<file path="src/rtl/frame_scan_sequencer.sv">
// frame_scan_sequencer
//
// Produces the column-major scan order (y fastest) for one full TFT frame and
// hands each (x, y) coordinate to the sprite/compositor path through a
// valid/ready handshake. A blanking window follows every frame. Every
// FRAME_DIV frames, a one-cycle update tick follows the blanking window so the
// ball sprites only move between frames and the picture never tears.
//
// Ports
//   clk, reset    clock and synchronous active-high reset
//   enable        level; high keeps frames running back to back
//   pix_ready     downstream accepts the presented pixel this cycle
//   pix_valid     x/y carry a pixel coordinate
//   x, y          current column / row (registered)
//   frame_start   pulse on the first cycle pixel (0,0) is presented
//   frame_end     pulse on the cycle the last pixel is accepted
//   update_tick   pulse telling the sprites to step their position
//   busy          high whenever a frame, blank or update is in progress
//   frame_count   completed frames, wraps at 16 bits
module frame_scan_sequencer #(
    parameter int WIDTH        = 320,
    parameter int HEIGHT       = 240,
    parameter int XW           = 9,
    parameter int YW           = 8,
    parameter int BLANK_CYCLES = 16,
    parameter int FRAME_DIV    = 2
) (
    input  logic          clk,
    input  logic          reset,
    input  logic          enable,
    input  logic          pix_ready,
    output logic          pix_valid,
    output logic [XW-1:0] x,
    output logic [YW-1:0] y,
    output logic          frame_start,
    output logic          frame_end,
    output logic          update_tick,
    output logic          busy,
    output logic [15:0]   frame_count
);

    typedef enum logic [1:0] {
        ST_IDLE,
        ST_SCAN,
        ST_BLANK,
        ST_UPDATE
    } state_t;

    localparam int BW = (BLANK_CYCLES > 1) ? $clog2(BLANK_CYCLES) : 1;
    localparam int DW = (FRAME_DIV > 1) ? $clog2(FRAME_DIV) : 1;

    localparam logic [XW-1:0] X_LAST     = XW'(WIDTH - 1);
    localparam logic [YW-1:0] Y_LAST     = YW'(HEIGHT - 1);
    localparam logic [BW-1:0] BLANK_LAST = BW'(BLANK_CYCLES - 1);
    localparam logic [DW-1:0] DIV_LAST   = DW'(FRAME_DIV - 1);

    state_t          state_q, state_d;
    logic [XW-1:0]   x_q, x_d;
    logic [YW-1:0]   y_q, y_d;
    logic [BW-1:0]   blank_cnt_q, blank_cnt_d;
    logic [DW-1:0]   div_cnt_q, div_cnt_d;
    logic [15:0]     frame_count_q, frame_count_d;
    logic            frame_start_q, frame_start_d;
    logic            frame_end_c;
    logic            start_scan;

    // Next-state logic. start_scan gathers the three places a frame can begin
    // (leaving IDLE, BLANK or UPDATE) so the coordinate reset and the
    // frame_start pulse are produced in one spot.
    always_comb begin
        state_d       = state_q;
        x_d           = x_q;
        y_d           = y_q;
        blank_cnt_d   = blank_cnt_q;
        div_cnt_d     = div_cnt_q;
        frame_count_d = frame_count_q;
        frame_start_d = 1'b0;
        frame_end_c   = 1'b0;
        start_scan    = 1'b0;

        case (state_q)
            ST_IDLE: begin
                if (enable) begin
                    start_scan = 1'b1;
                end
            end

            ST_SCAN: begin
                if (pix_ready) begin
                    if (y_q != Y_LAST) begin
                        y_d = y_q + YW'(1);
                    end else if (x_q != X_LAST) begin
                        y_d = '0;
                        x_d = x_q + XW'(1);
                    end else begin
                        // Flagged in the accepting cycle itself so the pulse
                        // lines up with the final transfer.
                        frame_end_c   = 1'b1;
                        frame_count_d = frame_count_q + 16'd1;
                        blank_cnt_d   = '0;
                        state_d       = ST_BLANK;
                    end
                end
            end

            ST_BLANK: begin
                if (blank_cnt_q == BLANK_LAST) begin
                    blank_cnt_d = '0;
                    if (div_cnt_q == DIV_LAST) begin
                        div_cnt_d = '0;
                        state_d   = ST_UPDATE;
                    end else begin
                        div_cnt_d = div_cnt_q + DW'(1);
                        if (enable) begin
                            start_scan = 1'b1;
                        end else begin
                            state_d = ST_IDLE;
                        end
                    end
                end else begin
                    blank_cnt_d = blank_cnt_q + BW'(1);
                end
            end

            ST_UPDATE: begin
                if (enable) begin
                    start_scan = 1'b1;
                end else begin
                    state_d = ST_IDLE;
                end
            end

            default: begin
                state_d = ST_IDLE;
            end
        endcase

        if (start_scan) begin
            state_d       = ST_SCAN;
            x_d           = '0;
            y_d           = '0;
            frame_start_d = 1'b1;
        end
    end

    always_ff @(posedge clk) begin
        if (reset) begin
            state_q       <= ST_IDLE;
            x_q           <= '0;
            y_q           <= '0;
            blank_cnt_q   <= '0;
            div_cnt_q     <= '0;
            frame_count_q <= '0;
            frame_start_q <= 1'b0;
        end else begin
            state_q       <= state_d;
            x_q           <= x_d;
            y_q           <= y_d;
            blank_cnt_q   <= blank_cnt_d;
            div_cnt_q     <= div_cnt_d;
            frame_count_q <= frame_count_d;
            frame_start_q <= frame_start_d;
        end
    end

    assign pix_valid   = (state_q == ST_SCAN);
    assign busy        = (state_q != ST_IDLE);
    assign update_tick = (state_q == ST_UPDATE);
    assign frame_start = frame_start_q;
    assign frame_end   = frame_end_c;
    assign x           = x_q;
    assign y           = y_q;
    assign frame_count = frame_count_q;

endmodule
</file>
<file path="config.mk">
export PLATFORM = sky130hd
export DESIGN_NAME = frame_scan_sequencer
export DESIGN_NICKNAME = d
export VERILOG_FILES = /design/src/rtl/frame_scan_sequencer.sv
export SDC_FILE = /design/constraint.sdc
export NUM_CORES = 1
export LEC_CHECK = 0
export BUFFER_PORTS_ARGS = -buffer_cell sky130_fd_sc_hd__clkbuf_2
export CORE_UTILIZATION = 50
export CTS_CLUSTER_SIZE = 16
export DETAILED_ROUTE_END_ITERATION = 10
export PLACE_DENSITY = 0.78
export SLEW_MARGIN = 40
export SYNTH_ARGS = -nofsm -noshare
export SYNTH_HDL_FRONTEND = slang
export SYNTH_SLANG_ARGS = --single-unit
</file>
<file path="constraint.sdc">
create_clock -name clk -period 2.3 [get_ports clk]
set_input_delay 0.345 -clock clk [delete_from_list [all_inputs] [get_ports clk]]
set_output_delay 0.345 -clock clk [all_outputs]
set_load 0.05 [all_outputs]
</file>
==> summary.md <==
| Metric | Value |
|---|---|
| Number of max-cap violations | 0 |
| Critical Path RT | between 1500 and 2000 ps |
| Drt first pass iters | 4 |
| Area growth, synth to finish | 18.5% |
| Yosys warning total | 0 |
| Static Leak | between 0.001 and 0.0015 uW |
| Most used DFF post-synth | dfxtp_1 |
| Critical R2R Launch | y[0]$_SDFFE_PP0P_ |
| Critical path endpoint category | output pin |
| Drt total wl | ~5000 um |
| CTS clock-pin slew for the worst setup and hold paths | roughly 80 ps |
| Final Critical Period | between 2000 and 2500 ps |
| Fraction of registers with async set/reset | 0% |
| CTS Buffer Depth | 2 |
| Clk_skew | 6.72 ps |
| Commonest non-fill, non-tap cell in the layout | clkbuf_2 |
| Count of flip-flops with a built-in enable after synthesis | 0 |
| Post-DR wirelength/cell | about 14 um |
| Fraction of layout cells with a size suffix above 1 | 25.7% |
| Slowest-stage cell, CP | dfxtp_2 |
| Setup violators final | 0 |
| Multi-input logic area | approximately 0.0014 mm2 |
| Root Driver | clkbuf_8 |
| Hpwl dp | between 3000 and 4000 um |
| DRC Markers | 0 |
| PD cells | 676 mW/mm2 |
| Initial antenna violation count | 0 |
| Post-Syn Nets | around 270 |
| Final #Nets | between 300 and 400 |
| Post-Syn Instances | 251 |
| Die ar. | 0.00473 mm2 |
| Fill count | 379 |
| Core ar. | between 0.004 and 0.005 mm2 |
| Routed vias/inst | 5.73 |
| H-tree Lvls | 2 |
| Period Utilization, post-route | a little over nine tenths |
| N_diodes | 0 |
| Boundary pin count | 42 |
| Sequential fraction of the synthesis area | a little under two fifths |
| Initial core utilization | a little over half |
| PortBufs | 41 |
| Worst hold path stage count | 2 |
| Reg2Reg Setup Slack | roughly 270 ps |
| Vias after detailed routing | 2,005 |
| Hold Crit Class | reg -> reg |
| Worst-Margin Slew | about 630 ps |
| Status | finished, final reports clean |
| Vias in the first global route | approximately 1,700 |
| Routability Congestion | between 0.7 and 0.8 |
| Hold Vio Cnt, Final | 0 |
| Synthesized cell area | 0.00223 mm2 |
| Distinct cells, synth | 48 |
| Cts bufs inserted | 5 |
| First-pass GRT wire length | approximately 8000 um |
| Register Area | around 800 um2 |
| Final std cell area, no fill | between 0.002 and 0.003 mm2 |
| FF-to-FF path depth | 6 |
| Final cell utilization of the core | 63.7% |
| Achievable frequency | 456 MHz |
| Syn_area_per_cell | ~8.9 um2 |
| Worst slew margin | between 50% and 60% |
| Final Non-Filler Cells | 350 |
| Worst path cell trace | ha_2, and4bb_4, nand2_2, nor3_4, buf_6 |
| Synthesized flop and latch total | 41 |
| Clock sinks | slightly above 40 |
| Critical Path Max Stage Delay | between 300 and 400 ps |
| GRT Residual Overflow | 0 |
| Placed Cells | around 340 |
| Worst-skew pair later-pin latency | ~300 ps |
| Largest net degree at the start of global routing | 26 |
| End of the critical path | frame_end |
| VDD IR max | approximately 0.33 mV |
| CP Launch Type | flop |
| Kind of critical path | reg -> out |
| Total power | 1780 uW |
| Commonest cells after routing, fill and taps aside | clkbuf_2 (40), nor2_1 (39), dfxtp_1 (39), nand2_1 (15), xor2_1 (15) |
| Hold slack | about 520 ps |
| CP startpoint | x[0]$_SDFFE_PP0P_ |
| DIE WIDTH | approximately 69 um |
| Pins Over Slew Limit | 0 |
| Global Route Usage Sum | a little under a quarter |
| DRT iter0 DRCs | approximately 110 |
| Reg-to-reg endpoint | x[3]$_SDFFE_PP0P_ |
| Die Y | 68.8 um |
| Arrival @ worst endpoint | 1850 ps |
| TritonCTS clock tree | built |
| CP max FO | 10 |
| Num rows | 23 |
| Antenna-violating nets left | 0 |
| Placed cell areas | about 0.0025 mm2 |
cell usage after synthesis, drive strengths merged (3+ instances only):
library cell / count / area, um2
and3: 5 / 31.3
nand2: 16 / 62.6
nor4: 9 / 77.6
xor2: 15 / 131
nor3: 8 / 56.3
nor3b: 3 / 22.5
clkbuf: 6 / 22.5
xnor2: 12 / 105
nand3: 13 / 82.6
nand4: 13 / 96.3
nor2: 39 / 146
nor2b: 5 / 31.3
a21oi: 12 / 60.1
o21ai: 7 / 35.0
ha: 10 / 125
dfxtp: 41 / 821
inv: 4 / 15.0
and4: 4 / 36.3
sequential cells by signal, summed over array words and instances (netlist names):
name,count
frame_count,16
x,9
state_q,2
y,8
div_cnt_q,1
frame_start,1
blank_cnt_q,4
critical path, delay by kind of cell, from the launching register on:
family | cells | cell delay, ps
AND/OR/NAND/NOR | 3 | 720
flip-flops | 1 | 380
adder cells (fa/ha/maj) | 1 | 250
buffers and inverters | 1 | 200
repair_timing:
action | 4_1_cts | 5_1_grt
endpoints found under the setup margin | 1 | 1
pin swaps | 0 | 1
gates resized for setup | 1 | 4
hold buffers | 0 | 0
setup buffers | 0 | 1
power by group:
part	leakage (uW)	internal, uW	total (uW)	switching (uW)
registers	0.000332	733	755	22.3
clock network	0.0000433	237	490	253
logic	0.000702	178	539	361
cell families after synthesis:
kind of cell | share of synthesized area, %
xor gates and xnor gates | 10.6
DFF | 36.8
buffers and inverters | 1.91
and+or+nand+nor | 34.6
adders and majority gates | 5.61
muxes | 0.898
AOI/OAI and AO/OA | 9.49
worst min path at each step:
stage	from	to	slack, ps
after CTS	blank_cnt_q[0]$_SDFFE_PP0P_	blank_cnt_q[0]$_SDFFE_PP0P_	510
final	blank_cnt_q[0]$_SDFFE_PP0P_	blank_cnt_q[0]$_SDFFE_PP0P_	520
after floorplan	blank_cnt_q[0]$_SDFFE_PP0P_	blank_cnt_q[0]$_SDFFE_PP0P_	460
after global placement	blank_cnt_q[0]$_SDFFE_PP0P_	blank_cnt_q[0]$_SDFFE_PP0P_	480
after global routing	blank_cnt_q[2]$_SDFFE_PP0P_	blank_cnt_q[2]$_SDFFE_PP0P_	550
after detailed placement	blank_cnt_q[0]$_SDFFE_PP0P_	blank_cnt_q[0]$_SDFFE_PP0P_	490
layer usage:
| layer | global-route usage (%) | vias up | wire length, um |
|---|---|---|---|
| met3 | 6.41 | 5 | 171 |
| met5 | 0 | - | 0 |
| met1 | 30.8 | 964 | 2460 |
| li1 | - | 1004 | - |
| met4 | 7.14 | 0 | 61 |
| met2 | 35.7 | 32 | 2290 |
stage by stage:
step,worst slack [ps],setup TNS [ps]
2_1_floorplan,18.8,0
3_3_place_gp,337,0
3_5_place_dp,266,0
4_1_cts,12.0,0
5_1_grt,-7.71,-7.71
6_report,108,0
layout make-up:
| type | count | share of cell area [%] |
|---|---|---|
| multi-input combinational | 199 | 52.2 |
| sequential | 41 | 31.2 |
| timing repair buffer | 49 | 10.3 |
| clock buffer | 6 | 3.13 |
| tap | 50 | 2.37 |
| inverter | 4 | 0.569 |
| clock inverter | 1 | 0.284 |
Power figures use the tool's default switching activity.
